File: src/rtl/cache_types_pkg.sv
// Shared cache/coherence types.
// Request-bus message and arbiter state encoding.
package cache_types;

  typedef struct packed {
    logic        valid;
    logic [2:0]  cmd;
    logic [31:0] addr;
  } req_msg_t;

  typedef enum logic {
    ARB_IDLE,
    ARB_OWN
  } arb_state_t;

endpackage

File: src/rtl/coh_req_bus_arbiter_rr_picker.sv
// Round-robin picker: first set request
// scanning from ptr_i upward with wrap.
module rr_picker #(
  parameter int N  = 4,
  parameter int IW = (N > 1) ? $clog2(N) : 1
) (
  input  logic [N-1:0]  req_i,
  input  logic [IW-1:0] ptr_i,
  output logic [N-1:0]  gnt_o,
  output logic [IW-1:0] idx_o,
  output logic          any_o
);

  // Scan N slots starting at the pointer; first hit wins.
  always_comb begin
    logic [IW-1:0] j;
    j     = '0;
    gnt_o = '0;
    idx_o = '0;
    any_o = 1'b0;
    for (int k = 0; k < N; k++) begin
      j = IW'((int'(ptr_i) + k) % N);
      if (!any_o && req_i[j]) begin
        any_o    = 1'b1;
        gnt_o[j] = 1'b1;
        idx_o    = j;
      end
    end
  end

endmodule

File: src/rtl/coh_req_bus_arbiter.sv
// Coherence request bus arbiter: round-robin
// ownership, snoop-busy hold and watchdog.
module coh_req_bus_arbiter
  import cache_types::*;
#(
  parameter int NUM_CACHES = 4,
  parameter int ID_BITS    = (NUM_CACHES > 1) ? $clog2(NUM_CACHES) : 1,
  parameter int TIMEOUT    = 256
) (
  input  logic                  clk,
  input  logic                  rst,
  input  logic [NUM_CACHES-1:0] bus_req,
  input  req_msg_t              bus_tx [NUM_CACHES],
  input  logic [NUM_CACHES-1:0] bus_busy,
  output logic [NUM_CACHES-1:0] bus_gnt,
  output req_msg_t              bus_msg,
  output logic [ID_BITS-1:0]    owner_id,
  output logic                  bus_active,
  output logic                  timeout_err
);

  localparam bit          WD_EN   = (TIMEOUT > 0);
  localparam logic [31:0] CNT_END = WD_EN ? 32'(TIMEOUT - 1) : 32'd0;
  localparam logic [ID_BITS-1:0] LAST_ID = ID_BITS'(NUM_CACHES - 1);

  arb_state_t              state_q;
  logic [NUM_CACHES-1:0]   gnt_q;
  logic [ID_BITS-1:0]      owner_q;
  logic [ID_BITS-1:0]      rr_ptr_q;
  logic [ID_BITS-1:0]      rr_ptr_d;
  logic [31:0]             hold_cnt_q;
  logic                    tmo_q;

  logic [NUM_CACHES-1:0]   pick_gnt;
  logic [ID_BITS-1:0]      pick_idx;
  logic                    pick_any;
  logic                    hold;
  logic                    expire;

  rr_picker #(
    .N  (NUM_CACHES),
    .IW (ID_BITS)
  ) u_pick (
    .req_i (bus_req),
    .ptr_i (rr_ptr_q),
    .gnt_o (pick_gnt),
    .idx_o (pick_idx),
    .any_o (pick_any)
  );

  // Hold while owner requests or any snooper stalls; watchdog end check.
  always_comb begin
    hold     = bus_req[owner_q] | (|bus_busy);
    expire   = WD_EN && (hold_cnt_q == CNT_END);
    rr_ptr_d = (owner_q == LAST_ID) ? '0 : owner_q + ID_BITS'(1);
  end

  // Arbitration FSM with registered grant, owner and watchdog state.
  always_ff @(posedge clk) begin
    if (rst) begin
      state_q    <= ARB_IDLE;
      gnt_q      <= '0;
      owner_q    <= '0;
      rr_ptr_q   <= '0;
      hold_cnt_q <= '0;
      tmo_q      <= 1'b0;
    end else begin
      unique case (state_q)
        ARB_IDLE: begin
          hold_cnt_q <= '0;
          if (pick_any) begin
            gnt_q   <= pick_gnt;
            owner_q <= pick_idx;
            state_q <= ARB_OWN;
          end
        end
        ARB_OWN: begin
          hold_cnt_q <= hold_cnt_q + 32'd1;
          if (!hold || expire) begin
            state_q    <= ARB_IDLE;
            gnt_q      <= '0;
            rr_ptr_q   <= rr_ptr_d;
            hold_cnt_q <= '0;
            if (hold) tmo_q <= 1'b1;
          end
        end
        default: state_q <= ARB_IDLE;
      endcase
    end
  end

  // Output drive: message mux gated by ownership so valid stays low when idle.
  always_comb begin
    bus_gnt     = gnt_q;
    bus_active  = (state_q == ARB_OWN);
    owner_id    = owner_q;
    timeout_err = tmo_q;
    bus_msg     = '0;
    if (state_q == ARB_OWN) bus_msg = bus_tx[owner_q];
  end

endmodule

File: config.mk
export PLATFORM = sky130hd
export DESIGN_NAME = coh_req_bus_arbiter
export DESIGN_NICKNAME = d
export VERILOG_FILES = /design/src/rtl/cache_types_pkg.sv /design/src/rtl/coh_req_bus_arbiter_rr_picker.sv /design/src/rtl/coh_req_bus_arbiter.sv
export SDC_FILE = /design/constraint.sdc
export NUM_CORES = 1
export LEC_CHECK = 0
export CAP_MARGIN = 10
export CORE_MARGIN = 2
export CORE_UTILIZATION = 35
export CTS_CLUSTER_DIAMETER = 40
export DETAILED_ROUTE_END_ITERATION = 8
export GPL_ROUTABILITY_DRIVEN = 0
export PLACE_DENSITY = 0.82
export SLEW_MARGIN = 20
export SYNTH_ARGS = -nofsm -noshare
export SYNTH_HDL_FRONTEND = slang
export SYNTH_HIERARCHICAL = 1
export SYNTH_SLANG_ARGS = --single-unit
File: constraint.sdc
create_clock -name clk -period 2.9 [get_ports clk]
set_clock_uncertainty 0.15 [all_clocks]
set_input_delay 0.87 -clock clk [delete_from_list [all_inputs] [get_ports clk]]
set_output_delay 0.87 -clock clk [all_outputs]
set_load 0.1 [all_outputs]
# --- Yosys cells after proc, flatten, opt, wreduce, memory -nomap -nowiden ---
# Index checks and enable logic that the tools add are counted.
totals:
  rom_bits: 0
  reg_bits: 42
  output_inout_bits: 44
  memories: 0
  latch_bits: 0
  ram_bits: 0
  wordCells: 91
classes:
  n_mux: 43
  bitwise_logic: 6
  n_eq_ne: 4
  div_mod_pow: 0
  multipliers: 0
  n_shift: 0
  n_lt_le_gt_ge: 10
  addsub: 5
  reduce_logical: 17
op_table:
  columns: ["operator", "n"]
  rows:
  - ["36-bit two-way mux", 3]
  - ["36-bit binary-select mux with 2-bit select", 1]
  - ["32-bit one-hot mux with 2 select lines", 1]
  - ["32-bit by 1-bit adder with 32-bit output, second input constant", 1]
  - ["32-bit by 8-bit == test with 1-bit output, second input constant", 1]
  - ["32-bit two-way mux", 1]
  - ["4-bit two-way mux", 6]
  - ["2-bit by 3-bit < comparator with 1-bit output, second input constant", 5]
  - ["1-bit two-way mux", 15]
  - ["4-bit bitwise OR", 3]
  - ["1-bit binary-select mux with 2-bit select", 5]
  - ["2-bit two-way mux", 5]
  - ["1-bit demux with 2-bit select", 4]
  - ["2-bit by 1-bit greater-or-equal comparator with 1-bit output, second input constant", 4]
  - ["4-bit one-hot mux with 2 select lines", 1]
  - ["1-bit logical AND", 7]
  - ["2-bit AND reduction", 3]
  - ["2-bit by 1-bit adder with 2-bit output, second input constant", 2]
  - ["2-bit adder, second input constant", 2]
  - ["1-bit zero test", 4]
  - ["4-bit OR reduction", 1]
  - ["3-bit greater-or-equal comparator, second input constant", 1]
  - ["2-bit NOT with 3-bit output", 1]
  - ["3-bit AND reduction", 1]
  - ["7 further kinds", 7]

# --- Depth between registers and ports, before layout ---
logic_depth:
  word_depth: 14
  ltp_mapped: 11
  ltp_nobuf: 8

# --- Cells and area by module ---
# Netlist, hierarchy kept.
modules_own_cells:
  columns: ["mod", "seq_area_each_um2", "cells_each", "instances", "area_each_um2"]
  rows:
  - ["coh_req_bus_arbiter", 840.8, 289, 1, 2924.1]
  - ["rr_picker", 0.0, 45, 1, 421.7]

# --- Worst setup path after synthesis ---
# Ideal clock, no wire load.
synth_path:
  path_kind: "register to output"
  startpoint: "register owner_q[0] (netlist: owner_id[0])"
  endpoint: "output port bus_msg[27] (netlist bit)"
  path_stages_with_launch: 5
  setup_slack_ps: -1092
  required_ps: 1880
  arrival_time_ps: 2972
  cell_sequence: "dfxtp_1 > buf_2 > buf_1 > mux4_2 > and2_1"
synth_lines:
  columns: ["item", "line", "source"]
  rows:
  - ["from (decl)", "coh_req_bus_arbiter.sv:28", "logic [ID_BITS-1:0] owner_q;"]
  - ["from (signal assigned)", "coh_req_bus_arbiter.sv:73", "owner_q <= pick_idx;"]
  - ["to (decl)", "coh_req_bus_arbiter.sv:16", "output req_msg_t bus_msg,"]

==> impl_metrics.csv <==
group,metric,value,unit
timing,max_slew_margin,0.6043,
floorplan,ios,198,
timing,worst_pin_slew,593.5,ps
place,dp_cells,659,
cells_and_area,fillers,728,
synthesis,synth.top_cell.area_share,0.2625,
setup_path,cp_slowest_cell,"mux4_2",
floorplan,initial_core_util,0.3621,
setup_path,rrSetupSlack,470,ps
cells_and_area,multi_input_area,2446,µm²
drt,drc,0,
setup_path,crit_start,"bus_tx[104]",
pwr,leakage,0.002383,µW
setup_path,path_cells,"dlygate4sd2_1 -> mux4_2 -> and2_4 -> buf_12",
min_path,hold_start,"hold_cnt_q[0]$_SDFF_PP0_",
cells_and_area,stdcell_count,668,
global_route,antenna_found_initial,1,
cts,worstSkewPairLatency,290,ps
cts,clockBufferDepth,2,
pwr,power,2604,µW
place,dp_hpwl,10180,µm
timing,finalMaxSlewViolations,0,
synthesis,ys.flop_type,"dfxtp_1",
place,port_buffers,197,
global_route,grt_overflow_total,0,
floorplan,die_x,101.8,µm
setup_path,critPathMaxStageDelay,440,ps
global_route,grt_usage,0.2299,
drt,antenna_left,0,
drt,vias,3483,
cts,htreeDepth,2,
setup_path,critical_path_buf_inv_count,2,
cts,path_clk_slew,70,ps
global_route,grt_max_degree,41,
synthesis,synth-edff-count,0,
timing,fin_crit,2896,ps
pwr,p_comb_frac,0.587,
timing,setup_slack,4.215,ps
setup_path,worst_ep_arrival_time,1880,ps
place,dpl_worst_slack,-326.1,ps
cts,cts_tree,"yes",
setup_path,r2r_end,"bus_gnt[0]$_SDFFE_PP0P_",
setup_path,critPathLaunchType,"input pin",
cells_and_area,area_growth,82.87,%
cts,cts-buffers-inserted,5,
cells_and_area,seqCellArea,849.6,µm²
timing,hold_viol,0,
setup_path,crit_path_end_kind,"primary output",
drt,wl,12540,µm
global_route,grt_pass1_vias,3531,
synthesis,synth_nets,495,
setup_path,critPathTopFamily,"multiplexers",
floorplan,chipHeight,101.8,µm
timing,clock.fmax,345.3,MHz
pwr,ir_drop,331.0,µV
global_route,grt_pass1_wl,18370,µm
synthesis,ys_types,44,
pwr,p_clk_frac,0.178,
cts,clock_sinks,42,
pwr,netSwitchingFraction,0.4116,
floorplan,core,9240,µm²
drt,drtIter0Drc,130,
synthesis,synth.ff_latch_count,42,
setup_path,crit_path_end,"bus_msg[32]",
cells_and_area,nNetsFinal,699,
synthesis,synth_area,3346,µm²
synthesis,ys.warnings.count,6,
timing,fin_crit_sh,0.9985,
setup_path,cp.required,1880,ps
synthesis,syn_inst,334,
run,drv_cap,0,
synthesis,yosysSeqAreaShare,0.2513,
floorplan,dieArea,10360,µm²
setup_path,r2r_cells,8,
drt,vias_per_cell,5.214,
cells_and_area,drive_above_1_share,0.3197,
setup_path,worstPathMaxFanout,1,
cts,cts-root-buf,"clkbuf_8",
synthesis,async_flop_share,0,
floorplan,fp-row-count,35,
pwr,p_int,1532,µW
synthesis,yosysTopAreaCell,"mux4_2",
timing,rsz0062_at_grt,"no",
synthesis,synth.area.top_cells,"mux4_2 (26%), dfxtp_1 (25%), and2_1 (6.9%)",
synthesis,avgSynthCellArea,10.02,µm²
setup_path,crit_type,"in2out",
pwr,power_density,425.6,nW/µm²
run_status,status,"completed",
timing,final-setup-viol-count,0,
timing,final.setup.tns,0,ps
cts,cts_hold_buf,0,
pwr,power_frac_seq,0.235,
drt,first_pass_iters,4,
min_path,hold_path.class,"reg2reg",
drt,wl_per_cell,18.77,µm
pwr,p_switching,1072,µW
setup_path,cp.depth,4,
setup_path,timing.rr.start,"rr_ptr_q[1]$_SDFFE_PP0P_",
==> layer usage <==
layer / GRT usage / routed length (µm) / vias up
li1: - / - / 1647
met1: 0.2735 / 4821 / 1692
met2: 0.4195 / 6654 / 126
met3: 0.05590 / 880 / 18
met4: 0.04678 / 181 / 0
met5: 0 / 0 / -
==> through the flow <==
| stage | cell area [µm²] | utilization | hold WS, ps |
|---|---|---|---|
| after global placement | 6021 | 0.6516 | 276.6 |
| after detailed placement | 6021 | 0.6516 | 289.2 |
| after global routing | 6118 | 0.6622 | 322.1 |
| after CTS | 6135 | 0.6639 | 306.3 |
| final | 6118 | 0.6622 | 304.4 |
| after floorplan | 3426 | - | 267.5 |
==> flip-flops by register name, summed over array words and instances, names as in the netlist <==
name	cells
hold_cnt_q	32
bus_gnt	4
owner_id	2
rr_ptr_q	2
bus_active	1
timeout_err	1
==> cell type report <==
class | count | share of cell area
Clock buffer | 6 | 0.01350
Antenna cell | 1 | 0.0004090
Inverter | 10 | 0.006135
Clock inverter | 1 | 0.004908
Sequential cell | 42 | 0.1389
Multi-Input combinational cell | 259 | 0.3998
Timing Repair Buffer | 220 | 0.4100
Tap cell | 129 | 0.02638
==> worst register-to-register path: stages, from the launching register on <==
cell and delay, ps:
dfxtp_1 330, inv_1 90, ha_1 370, mux4_2 410
nor4b_4 440, a22oi_1 120, o21ai_0 130, inv_1 60
o32ai_1 260
==> power groups by stage <==
| stage | combinational (µW) | clock, µW | sequential [µW] |
|---|---|---|---|
| 2_1_floorplan | 856 | 0 | 672 |
| 5_1_grt | 1580 | 501 | 613 |
| 4_1_cts | 1540 | 479 | 611 |
| 3_3_place_gp | 1530 | 0 | 627 |
| 3_5_place_dp | 1550 | 0 | 628 |
| 6_report | 1530 | 464 | 611 |
==> cells in the final DEF, fill, tap and decap left out, types with 10 or more instances in the layout <==
cell | netlist | final
xor2_1 | 24 | 24
and2_4 | 0 | 36
inv_1 | 10 | 10
dfxtp_1 | 42 | 39
nor2_1 | 42 | 42
buf_12 | 0 | 42
mux4_2 | 39 | 40
nand3_1 | 13 | 13
clkdlybuf4s15_1 | 0 | 129
nand4_1 | 10 | 10
buf_4 | 0 | 25
==> how the worst min path moves through the flow <==
stage / end / slack (ps) / cells after the start
CTS: hold_cnt_q[0]$_SDFF_PP0_ / 310 / 1
floorplan: hold_cnt_q[0]$_SDFF_PP0_ / 270 / 1
detailed placement: hold_cnt_q[0]$_SDFF_PP0_ / 290 / 1
finish: hold_cnt_q[0]$_SDFF_PP0_ / 300 / 1
global placement: hold_cnt_q[0]$_SDFF_PP0_ / 280 / 1
global route: hold_cnt_q[0]$_SDFF_PP0_ / 320 / 1
==> what timing repair did <==
item | 4_1_cts | 5_1_grt
pin swaps | 0 | 1
resized for setup | 284 | 40
setup buffers | 1 | 0
endpoints found under the hold margin | 0 | 0
endpoints found under the setup margin | 40 | 25
==> kinds of logic after synthesis <==
kind of cell	Yosys count	synth area share
AND/OR/NAND/NOR	147	0.2457
AO/OA/AOI/OAI	29	0.06134
multiplexers	46	0.2936
flip-flops	42	0.2513
adder cells (fa/ha/maj)	7	0.02618
buffers and inverters	33	0.04338
XOR/XNOR	30	0.07853
==> Yosys cell counts (2+ instances only) <==
cell type / count
a21oi_1: 2
and2_1: 37
dfxtp_1: 42
clkbuf_1: 14
buf_2: 5
xor2_1: 24
o32ai_1: 4
nor4_1: 5
buf_1: 2
nand3b_1: 4
and3_2: 2
o21ai_0: 8
a22oi_1: 8
and3_1: 5
mux2i_1: 4
nand4_1: 10
nor2_1: 42
or4_1: 5
mux4_1: 2
and4_1: 3
mux4_2: 39
nand3_1: 13
inv_1: 10
ha_1: 7
buf_6: 2
nor3_1: 3
nand2b_1: 3
xnor2_1: 6
nand2_1: 8
(Power assumes the default switching activity.)
